<file path="src/rtl/cpc_mem_pkg.sv">
`default_nettype none
// ============================================================================
// Module : cpc_mem_pkg
// Desc   : Shared widths, FSM encoding and pending-slot type for the CPC
//          memory arbiter.
// Rev    : 1.0 - initial release
// ============================================================================
package cpc_mem_pkg;

    localparam int CPU_AW  = 23;
    localparam int VRAM_AW = 15;

    typedef logic [1:0] state_t;
    localparam state_t c_ST_IDLE = 2'd0;
    localparam state_t c_ST_VID  = 2'd1;
    localparam state_t c_ST_CPU  = 2'd2;

    typedef struct packed {
        logic              valid;
        logic              we;
        logic [CPU_AW-1:0] addr;
        logic [7:0]        data;
    } slot_t;

endpackage
`default_nettype wire

</file>
<file path="src/rtl/cpc_mem_req_slot.sv">
`default_nettype none
// ============================================================================
// Module : cpc_mem_req_slot
// Desc   : Trigger detection plus a single pending-access slot with
//          set / overwrite / clear; set wins over a same-cycle clear.
// Rev    : 1.0 - initial release
// ============================================================================
module cpc_mem_req_slot
    import cpc_mem_pkg::*;
#(
    parameter bit STROBE = 1'b0
) (
    input  logic              clk,
    input  logic              rst,
    input  logic              i_rd,
    input  logic              i_wr,
    input  logic [CPU_AW-1:0] i_addr,
    input  logic [7:0]        i_data,
    input  logic              i_clr,
    output slot_t             o_slot,
    output logic              o_set,
    output logic              o_overrun
);

    logic              r_rd_d;
    logic              r_wr_d;
    logic [CPU_AW-1:0] r_addr_d;
    slot_t             r_slot;
    logic              w_set;

    // Level mode: rising rd/wr, or an address change during a held read.
    always_comb begin
        if (STROBE) begin
            w_set = i_rd;
        end else begin
            w_set = (i_rd & ~r_rd_d) | (i_wr & ~r_wr_d)
                  | (i_rd & r_rd_d & (i_addr != r_addr_d));
        end
    end

    always_ff @(posedge clk) begin
        if (rst) begin
            r_rd_d   <= 1'b0;
            r_wr_d   <= 1'b0;
            r_addr_d <= '0;
            r_slot   <= '0;
        end else begin
            r_rd_d   <= i_rd;
            r_wr_d   <= i_wr;
            r_addr_d <= i_addr;
            if (w_set) begin
                r_slot <= '{valid: 1'b1, we: i_wr, addr: i_addr, data: i_data};
            end else if (i_clr) begin
                r_slot.valid <= 1'b0;
            end
        end
    end

    assign o_slot    = r_slot;
    assign o_set     = w_set;
    assign o_overrun = w_set & r_slot.valid & ~i_clr;

endmodule
`default_nettype wire

</file>
<file path="src/rtl/cpc_mem_arbiter.sv">
`default_nettype none
// ============================================================================
// Module : cpc_mem_arbiter
// Desc   : Serialises video fetches and Z80 accesses onto one 16-bit RAM
//          request/ack port; video has priority, requests are never aborted.
// Rev    : 1.0 - initial release
// ============================================================================
module cpc_mem_arbiter
    import cpc_mem_pkg::*;
#(
    parameter int          RAM_AW    = 22,
    parameter logic [31:0] VRAM_BASE = 32'd0
) (
    input  logic               clk,
    input  logic               reset,
    input  logic [CPU_AW-1:0]  cpu_addr,
    input  logic [7:0]         cpu_wdata,
    input  logic               cpu_rd,
    input  logic               cpu_wr,
    output logic [7:0]         cpu_rdata,
    output logic               cpu_busy,
    input  logic [VRAM_AW-1:0] vram_addr,
    input  logic               vram_req,
    output logic [15:0]        vram_rdata,
    output logic               vram_valid,
    output logic               vid_overrun,
    output logic               ram_req,
    output logic               ram_we,
    output logic [1:0]         ram_be,
    output logic [RAM_AW-1:0]  ram_addr,
    output logic [15:0]        ram_wdata,
    input  logic               ram_ack,
    input  logic [15:0]        ram_rdata
);

    localparam logic [RAM_AW-1:0] c_VRAM_BASE = RAM_AW'(VRAM_BASE);

    slot_t  w_cpu_slot;
    slot_t  w_vid_slot;
    logic   w_cpu_set;
    logic   w_cpu_ovr_unused;
    logic   w_vid_set_unused;
    logic   w_vid_ovr;
    logic   w_cpu_clr;
    logic   w_vid_clr;
    logic   w_unused_vid;
    state_t r_state;
    state_t w_state_nxt;
    logic   r_cpu_odd;

    assign w_cpu_clr = (r_state == c_ST_CPU) & ram_ack;
    assign w_vid_clr = (r_state == c_ST_VID) & ram_ack;

    cpc_mem_req_slot #(.STROBE(1'b0)) u_cpu_slot (
        .clk       (clk),
        .rst       (reset),
        .i_rd      (cpu_rd),
        .i_wr      (cpu_wr),
        .i_addr    (cpu_addr),
        .i_data    (cpu_wdata),
        .i_clr     (w_cpu_clr),
        .o_slot    (w_cpu_slot),
        .o_set     (w_cpu_set),
        .o_overrun (w_cpu_ovr_unused)
    );

    cpc_mem_req_slot #(.STROBE(1'b1)) u_vid_slot (
        .clk       (clk),
        .rst       (reset),
        .i_rd      (vram_req),
        .i_wr      (1'b0),
        .i_addr    (CPU_AW'(vram_addr)),
        .i_data    (8'd0),
        .i_clr     (w_vid_clr),
        .o_slot    (w_vid_slot),
        .o_set     (w_vid_set_unused),
        .o_overrun (w_vid_ovr)
    );

    assign w_unused_vid = ^{w_vid_slot.we, w_vid_slot.data,
                            w_vid_slot.addr[CPU_AW-1:VRAM_AW],
                            w_vid_set_unused, w_cpu_ovr_unused};

    always_comb begin
        w_state_nxt = r_state;
        case (r_state)
            c_ST_IDLE: begin
                if (w_vid_slot.valid) begin
                    w_state_nxt = c_ST_VID;
                end else if (w_cpu_slot.valid) begin
                    w_state_nxt = c_ST_CPU;
                end
            end
            c_ST_VID, c_ST_CPU: begin
                if (ram_ack) begin
                    w_state_nxt = c_ST_IDLE;
                end
            end
            default: w_state_nxt = c_ST_IDLE;
        endcase
    end

    always_ff @(posedge clk) begin
        if (reset) begin
            r_state     <= c_ST_IDLE;
            r_cpu_odd   <= 1'b0;
            ram_req     <= 1'b0;
            ram_we      <= 1'b0;
            ram_be      <= 2'b00;
            ram_addr    <= '0;
            ram_wdata   <= 16'h0000;
            vram_valid  <= 1'b0;
            vid_overrun <= 1'b0;
            cpu_busy    <= 1'b0;
            cpu_rdata   <= 8'hFF;
            vram_rdata  <= 16'hFFFF;
        end else begin
            r_state     <= w_state_nxt;
            vram_valid  <= 1'b0;
            vid_overrun <= vid_overrun | w_vid_ovr;
            cpu_busy    <= w_cpu_set | (w_cpu_slot.valid & ~w_cpu_clr)
                         | (w_state_nxt == c_ST_CPU);
            case (r_state)
                c_ST_IDLE: begin
                    // Bus fields are loaded only here, so they hold for the whole request.
                    if (w_vid_slot.valid) begin
                        ram_req   <= 1'b1;
                        ram_we    <= 1'b0;
                        ram_be    <= 2'b11;
                        ram_addr  <= c_VRAM_BASE + RAM_AW'(w_vid_slot.addr[VRAM_AW-1:0]);
                        ram_wdata <= 16'h0000;
                    end else if (w_cpu_slot.valid) begin
                        ram_req   <= 1'b1;
                        ram_we    <= w_cpu_slot.we;
                        ram_be    <= w_cpu_slot.we ? (w_cpu_slot.addr[0] ? 2'b10 : 2'b01) : 2'b11;
                        ram_addr  <= RAM_AW'(w_cpu_slot.addr[CPU_AW-1:1]);
                        ram_wdata <= {w_cpu_slot.data, w_cpu_slot.data};
                        r_cpu_odd <= w_cpu_slot.addr[0];
                    end
                end
                c_ST_VID: begin
                    if (ram_ack) begin
                        ram_req    <= 1'b0;
                        vram_rdata <= ram_rdata;
                        vram_valid <= 1'b1;
                    end
                end
                c_ST_CPU: begin
                    if (ram_ack) begin
                        ram_req <= 1'b0;
                        if (!ram_we) begin
                            cpu_rdata <= r_cpu_odd ? ram_rdata[15:8] : ram_rdata[7:0];
                        end
                    end
                end
                default: ram_req <= 1'b0;
            endcase
        end
    end

endmodule
`default_nettype wire

</file>
<file path="config.mk">
export PLATFORM = sky130hd
export DESIGN_NAME = cpc_mem_arbiter
export DESIGN_NICKNAME = d
export VERILOG_FILES = /design/src/rtl/cpc_mem_pkg.sv /design/src/rtl/cpc_mem_req_slot.sv /design/src/rtl/cpc_mem_arbiter.sv
export SDC_FILE = /design/constraint.sdc
export NUM_CORES = 1
export LEC_CHECK = 0
export CAP_MARGIN = 20
export CELL_PAD_IN_SITES_DETAIL_PLACEMENT = 0
export CELL_PAD_IN_SITES_GLOBAL_PLACEMENT = 1
export CORE_MARGIN = 5
export CORE_UTILIZATION = 35
export CTS_CLUSTER_SIZE = 20
export DETAILED_ROUTE_END_ITERATION = 10
export PLACE_DENSITY_LB_ADDON = 0.15
export SLEW_MARGIN = 0
export SYNTH_ARGS = -nofsm -noshare
export SYNTH_HDL_FRONTEND = slang
export SYNTH_HIERARCHICAL = 1
export SYNTH_SLANG_ARGS = --single-unit
</file>
<file path="constraint.sdc">
create_clock -name clk -period 1.8 [get_ports clk]
set_clock_uncertainty 0.1 [all_clocks]
set_input_delay 0.36 -clock clk [delete_from_list [all_inputs] [get_ports clk]]
set_output_delay 0.36 -clock clk [all_outputs]
set_load 0.02 [all_outputs]
</file>
==> results of run 1 <==
## layer usage
layer / track usage / vias up
li1: - / 2470
met1: 0.2174 / 2341
met2: 0.2845 / 136
met3: 0.03739 / 17
met4: 0.06334 / 0
met5: 0 / -
## sequential cells by signal, indices dropped and copies added, names as in the netlist, 2 cells and up
register	flops
cpu_rdata	8
ram_be	2
u_cpu_slot/o_slot	33
ram_addr	22
ram_wdata	8
u_vid_slot/o_slot	16
u_cpu_slot/r_addr_d	23
r_state	2
vram_rdata	16
## how the worst max path moves through the flow
stage          slack, ps                                  to  depth (start not counted)                               start
5_1_grt             -150  u_cpu_slot/o_slot[29]$_SDFFE_PP0P_                          8   u_cpu_slot/r_addr_d[7]$_SDFF_PP0_
3_3_place_gp        -690  u_cpu_slot/o_slot[30]$_SDFFE_PP0P_                          7                        cpu_addr[22]
4_1_cts              -50  u_cpu_slot/o_slot[29]$_SDFFE_PP0P_                          8  u_cpu_slot/r_addr_d[11]$_SDFF_PP0_
3_5_place_dp        -680  u_cpu_slot/o_slot[18]$_SDFFE_PP0P_                          7                        cpu_addr[22]
2_1_floorplan          6                 cpu_busy$_SDFF_PP0_                          8                        cpu_addr[22]
6_report             -40  u_cpu_slot/o_slot[29]$_SDFFE_PP0P_                          6   u_cpu_slot/r_addr_d[9]$_SDFF_PP0_
## placed cells by master (no fill, tap or decap), drive strengths merged, types with 2 or more instances in the layout
master,count
a311oi,2
a211oi,15
o21a,2
a21oi,20
clkinv,4
dlymetal6s2s,8
dlygate4sd2,83
nand3,64
a211o,24
inv,8
dfxtp,138
buf,59
xnor2,6
nand2b,12
xor2,17
nor2b,54
bufinv,3
nor2,48
a21boi,2
clkdlybuf4s50,44
nand2,45
o2bb2ai,8
nand4,2
mux2i,39
nor4,5
ha,5
o211ai,24
and3,16
clkbuf,23
## metrics by stage
stage | hold WS, ps | util | power, mW | TNS, ps
2_1_floorplan | 343.4 | - | 4.178 | 0
3_3_place_gp | 343.4 | 0.4601 | 4.785 | -22620
3_5_place_dp | 350.4 | 0.4601 | 4.804 | -22250
4_1_cts | 205.3 | 0.4966 | 8.297 | -120.5
5_1_grt | 201.0 | 0.5016 | 8.564 | -1773
6_report | 185.0 | 0.5016 | 8.206 | -126.2
## report_power, final
part           total [mW]  internal [mW]  switching (mW)  leakage [nW]
logic                1.26          0.581           0.679          2.11
clock network        3.55           2.27            1.28         0.293
registers            3.40           3.27           0.123          1.14
## area by class of cell
cell class,instances,area share
Clock inverter,8,0.01419
Timing Repair Buffer,194,0.2186
Tap cell,220,0.03321
Clock buffer,23,0.05767
Multi-Input combinational cell,420,0.3391
Inverter,8,0.003623
Sequential cell,138,0.3336
## repair_timing
item                       in CTS  in global routing
resized for setup             106                 19
setup endpoints to repair     102                 35
pin swaps                      16                 23
setup buffers                   2                  0
gates cloned                    3                  0
## worst reg2reg max path, stage by stage (launching register included)
cell and delay (ps):
dfxtp_2 330, xnor2_2 150, nand2_2 100, or4_4 550
buf_6 150, o211ai_1 230, nand3_1 100
==> results by group, run 1 <==
Yosys
  • Cell count after synthesis: 625
  • Synthesized Nets: 698
  • Post-Syn Area: 5862 um2
  • Syn Area/Cell: 9.379 um2
  • Synth Warn #: 6

Finish
  • # fillers: 1593
  • Fin cells: 1011
  • Area of the multi-input gates: 2810 um2
  • Design area: 8288 um2
  • Inserted Diodes: 0
  • Area delta synth->final: 41.39%
  • Fin nets: 852
  • Share of cells above drive strength 1: 0.1391
  • Reg area: 2765 um2

Critical path
  • WS Path Type: reg2reg
  • Crit-path leading delay family: simple AND/OR/NAND/NOR gates
  • FF-to-FF Start: u_cpu_slot/r_addr_d[9]$_SDFF_PP0_
  • FF-to-FF setup slack: -40 ps
  • CP Max Fanout: 7
  • Reg-to-Reg End: u_cpu_slot/o_slot[29]$_SDFFE_PP0P_
  • CP Launch Type: flop
  • CP bufs+invs: 1
  • Critical path's slowest cell: or4_4
  • Crit path DAT: 2030 ps
  • CP Cell Sequence: xnor2_2 > nand2_2 > or4_4 > buf_6 > o211ai_1 > nand3_1
  • Setup crit end kind: flop
  • CP Data Required Time: 1990 ps
  • Reg2reg path depth: 6
  • Delay of the slowest cell on the worst path: 550 ps

Outcome
  • Violated checks: setup timing
  • Status: finished, violations left

Timing
  • Final Hold Vio Count: 0
  • Final setup violating endpoints: 6
  • Fin crit period: 1844 ps
  • RSZ-0062 raised after global routing: true
  • Slew @ Worst Pin: 462.5 ps
  • Final worst slack: -44.00 ps
  • Max-slew violations: 0
  • Final Cycle Share: 1.024
  • Fmax: 542.3 MHz
  • Slew Limit Headroom: 0.6898

Floorplanning
  • Core ar.: 16520 um2
  • I/O pins: 137
  • DIE WIDTH: 139.4 um
  • Die area: 19440 um2
  • Initial core utilization: 0.3547
  • FP Rows: 47
  • Die height: 139.4 um

Routing
  • First-pass DRT Iterations: 5
  • Post-detailed-route wirelength per cell: 16.15 um
  • Metal-1 WL: 7.255 mm
  • DRC viols: 0
  • Via density: 4.910
  • 1st-iter DRT viols: 325
  • Top layer in use: met4
  • Met3 WL: 850 um
  • Routed Antenna Nets: 0
  • Routed WL: 16.32 mm
  • Met2 WL post-DR: 7.938 mm
  • Vias: 4964

Placed design
  • HPWL Detailed: 11.32 mm
  • Global placement routability congestion: 0.7834
  • Placed Cells: 975
  • Pre-CTS setup slack: -677.5 ps
  • Post-DP Area: 7604 um2
  • Number of buffers added on ports: 136

Pwr
  • Pwr Density: 990.2 nW/um2
  • Worst vdd ir: 707.8 uV
  • P_leak: 3.544 nW

Clock tree
  • Maximum clock path buffer count: 2
  • Clock root buffer: clkbuf_16
  • Clk_lat worst skew: 420 ps
  • Clk slew on worst S/H paths: 60 ps
  • H-tree levels: 4
  • Inserted Clock Buffers: 17
  • CTS tree: built
  • Post-cts hold buffer count: 0
  • Clk sink count: 138

Worst hold path
  • Min-delay src: cpu_addr[22]
  • Hold Path Depth: 2
  • Worst hold endpoint: u_cpu_slot/r_addr_d[22]$_SDFF_PP0_
  • Worst hold path class: in2reg

GRT
  • First-pass GRT wire length: 26.95 mm
  • Vias in the first global route: 5120
  • Overall routing resource usage: 0.1708
  • GRT Residual Overflow: 0
  • Initial antenna violation count: 0
  • Largest net degree at the start of global routing: 80

Run
  • Maxcap violations: 0
Power figures use the tool's default switching activity.
==> run 2: changes to the inputs <==
Settings changed: CORE_UTILIZATION 35 to 39.
Clock period 1.8 ns to 2.1 ns, I/O delays scaled along.
==> run 2 against run 1 <==
  * The flow now finishes without violations
  * First-iteration DRC count down 2.8%
  * Register-to-register slack better by 200 ps
  * Sequential share of layout area up 0.99 points
  * Worst hold slack better by 53 ps
  * Via count down 1.4%
  * Highest routed layer unchanged
  * Sequential power down 14%
==> results by group, run 2 (synthesis gave the netlist of run 1 again) <==
Clock tree
  • Setup bufs post-CTS: 0 (-2)
  • Post-cts hold buffer count: 0 (unchanged)
  • Clock root buffer: clkbuf_16
  • Clk_lat worst skew: 410 ps (about the same)
  • Maximum clock path buffer count: 2 (unchanged)
  • Inserted Clock Buffers: 17 (unchanged)
  • Clk sink count: 138 (unchanged)
  • H-tree levels: 4 (unchanged)
  • Clk slew on worst S/H paths: 60 ps (about the same)
  • CTS tree: built

Routing
  • Vias: 4893 (-1.4%)
  • 1st-iter DRT viols: 316 (-2.8%)
  • DRC viols: 0 (unchanged)
  • Post-detailed-route wirelength per cell: 16.01 um (-0.81%)
  • Via density: 5.070 (+3.3%)
  • Routed Antenna Nets: 0 (unchanged)
  • Routed WL: 15.45 mm (-5.3%)
  • First-pass DRT Iterations: 5 (unchanged)

Timing
  • Slew Limit Headroom: 0.6232 (-0.06666)
  • Setup TNS: 0 ps (+126.2 ps)
  • Fin crit period: 1983 ps
  • Fmax: 504.4 MHz
  • Final setup violating endpoints: 0 (-6)
  • RSZ-0062 raised after global routing: false
  • Final Hold Vio Count: 0 (unchanged)
  • Final Cycle Share: 0.9441
  • Max-slew violations: 0 (unchanged)
  • Slew @ Worst Pin: 565.2 ps (+102.7 ps)
  • Hold WS: 237.6 ps (+52.62 ps)

GRT
  • Largest net degree at the start of global routing: 82 (+2.5%)
  • Overall routing resource usage: 0.1766 (+0.005733)
  • Initial antenna violation count: 0 (unchanged)
  • GRT Residual Overflow: 0 (unchanged)
  • Vias in the first global route: 5055 (-1.3%)
  • First-pass GRT wire length: 25.24 mm (-6.3%)

Critical path
  • CP Max Fanout: 16 (+9)
  • Critical path's slowest cell: or4_4
  • Delay of the slowest cell on the worst path: 530 ps (-20 ps)
  • CP bufs+invs: 2 (+1)
  • Setup crit end kind: flop
  • Crit-path leading delay family: simple AND/OR/NAND/NOR gates
  • WS Path Type: in2reg
  • CP Data Required Time: 2290 ps (+300 ps)
  • CP Cell Sequence: clkdlybuf4s50_1 > xnor2_1 > nand2_1 > or4_4 > buf_6 > o211ai_1 > nand3_1
  • CP Launch Type: primary input
  • Crit path DAT: 2170 ps (+140 ps)

Placed design
  • HPWL Detailed: 10.98 mm (-3.0%)
  • Post-DP Area: 7477 um2 (-1.7%)
  • Number of buffers added on ports: 136 (unchanged)
  • Global placement routability congestion: 0.7783 (-0.65%)

Floorplanning
  • Die height: 132.6 um (-4.9%)
  • DIE WIDTH: 132.6 um (-4.9%)
  • Initial core utilization: 0.4003 (+0.04555)
  • Die area: 17580 um2 (-9.5%)
  • I/O pins: 137 (unchanged)
  • FP Rows: 44 (-6.4%)
  • Core ar.: 14640 um2 (-11%)

Finish
  • Area of the multi-input gates: 2736 um2 (-2.6%)
  • Inserted Diodes: 0 (unchanged)
  • Max reg flops: 33 (unchanged)
  • Area delta synth->final: 37.18%
  • Fin nets: 842 (-1.2%)
  • Design area: 8041 um2 (-3.0%)
  • # fillers: 1341 (-16%)
  • Commonest cells after routing, fill and taps aside: dfxtp_1 (138), clkdlybuf4s50_1 (131), nand3_1 (64)
  • Post-route core utilization: 0.5491 (+0.04758)
  • Share of cells above drive strength 1: 0.1063 (-0.03279)
  • Reg area: 2763 um2 (about the same)
  • Most common cell after layout, fill and taps aside: dfxtp_1

Worst hold path
  • Worst hold path class: in2reg

Pwr
  • P_leak: 3.211 nW (-9.4%)
  • Total power: 6.681 mW (-19%)
  • Pwr Density: 830.9 nW/um2 (-16%)
  • Worst vdd ir: 607.0 uV (-14%)

Run
  • Maxcap violations: 0 (unchanged)

Outcome
  • Status: completed
==> run 2: changes by cell type in the layout (fill, tap and decap cells not counted), sizes merged <==
cell           change
clkdlybuf4s50     +87
clkinvlp           -1
bufinv             -3
clkbuf             +6
buf               -10
dlygate4sd2       -83
dlymetal6s2s       -4
clkinv             -2
==> run 2: report_power, final <==
group          switching, mW  internal [mW]
clock                   1.02           1.63
sequential             0.110           2.81
combinational          0.562          0.561
total                   1.69           4.99
==> run 2: path summary, 6_finish.rpt <==
check                                                  startpoint                                 end  slack, ps  depth (start not counted)
worst max-delay path                                  cpu_addr[9]  u_cpu_slot/o_slot[10]$_SDFFE_PP0P_        120                          7
worst min-delay path                                 cpu_addr[21]  u_cpu_slot/r_addr_d[21]$_SDFF_PP0_        240                          2
worst max register to register  u_cpu_slot/r_addr_d[1]$_SDFF_PP0_  u_cpu_slot/o_slot[10]$_SDFFE_PP0P_        160                          6
worst min register to register          ram_addr[20]$_SDFFE_PP0P_           ram_addr[20]$_SDFFE_PP0P_        360                          2
==> run 2: repair_timing <==
| action | 4_1_cts | 5_1_grt |
|---|---|---|
| pin swaps | 0 | 4 |
| resized for setup | 3 | 10 |
| setup endpoints to repair | 10 | 33 |
==> run 2: cell type report <==
type / instances / area share
clock buffers: 29 / 0.06348
clock inverters: 2 / 0.001245
inverters: 8 / 0.003734
multi-input cells: 420 / 0.3403
flip-flops and latches: 138 / 0.3436
well taps: 184 / 0.02863
repair buffers: 184 / 0.2191
==> run 2: per-stage QoR <==
stage          cells  worst slack, ps
3_5_place_dp     934           -456.9
4_1_cts          965            2.285
2_1_floorplan    625            162.9
5_1_grt          965            5.804
3_3_place_gp     934           -420.1
6_report         965            117.4
==> run 2: routing by layer <==
layer | global-route usage | vias up | wire, um
met5 | 0 | - | 0
met3 | 0.04784 | 21 | 737
met1 | 0.2109 | 2295 | 6693
li1 | - | 2456 | -
met2 | 0.3040 | 121 | 7714
met4 | 0.06524 | 0 | 309
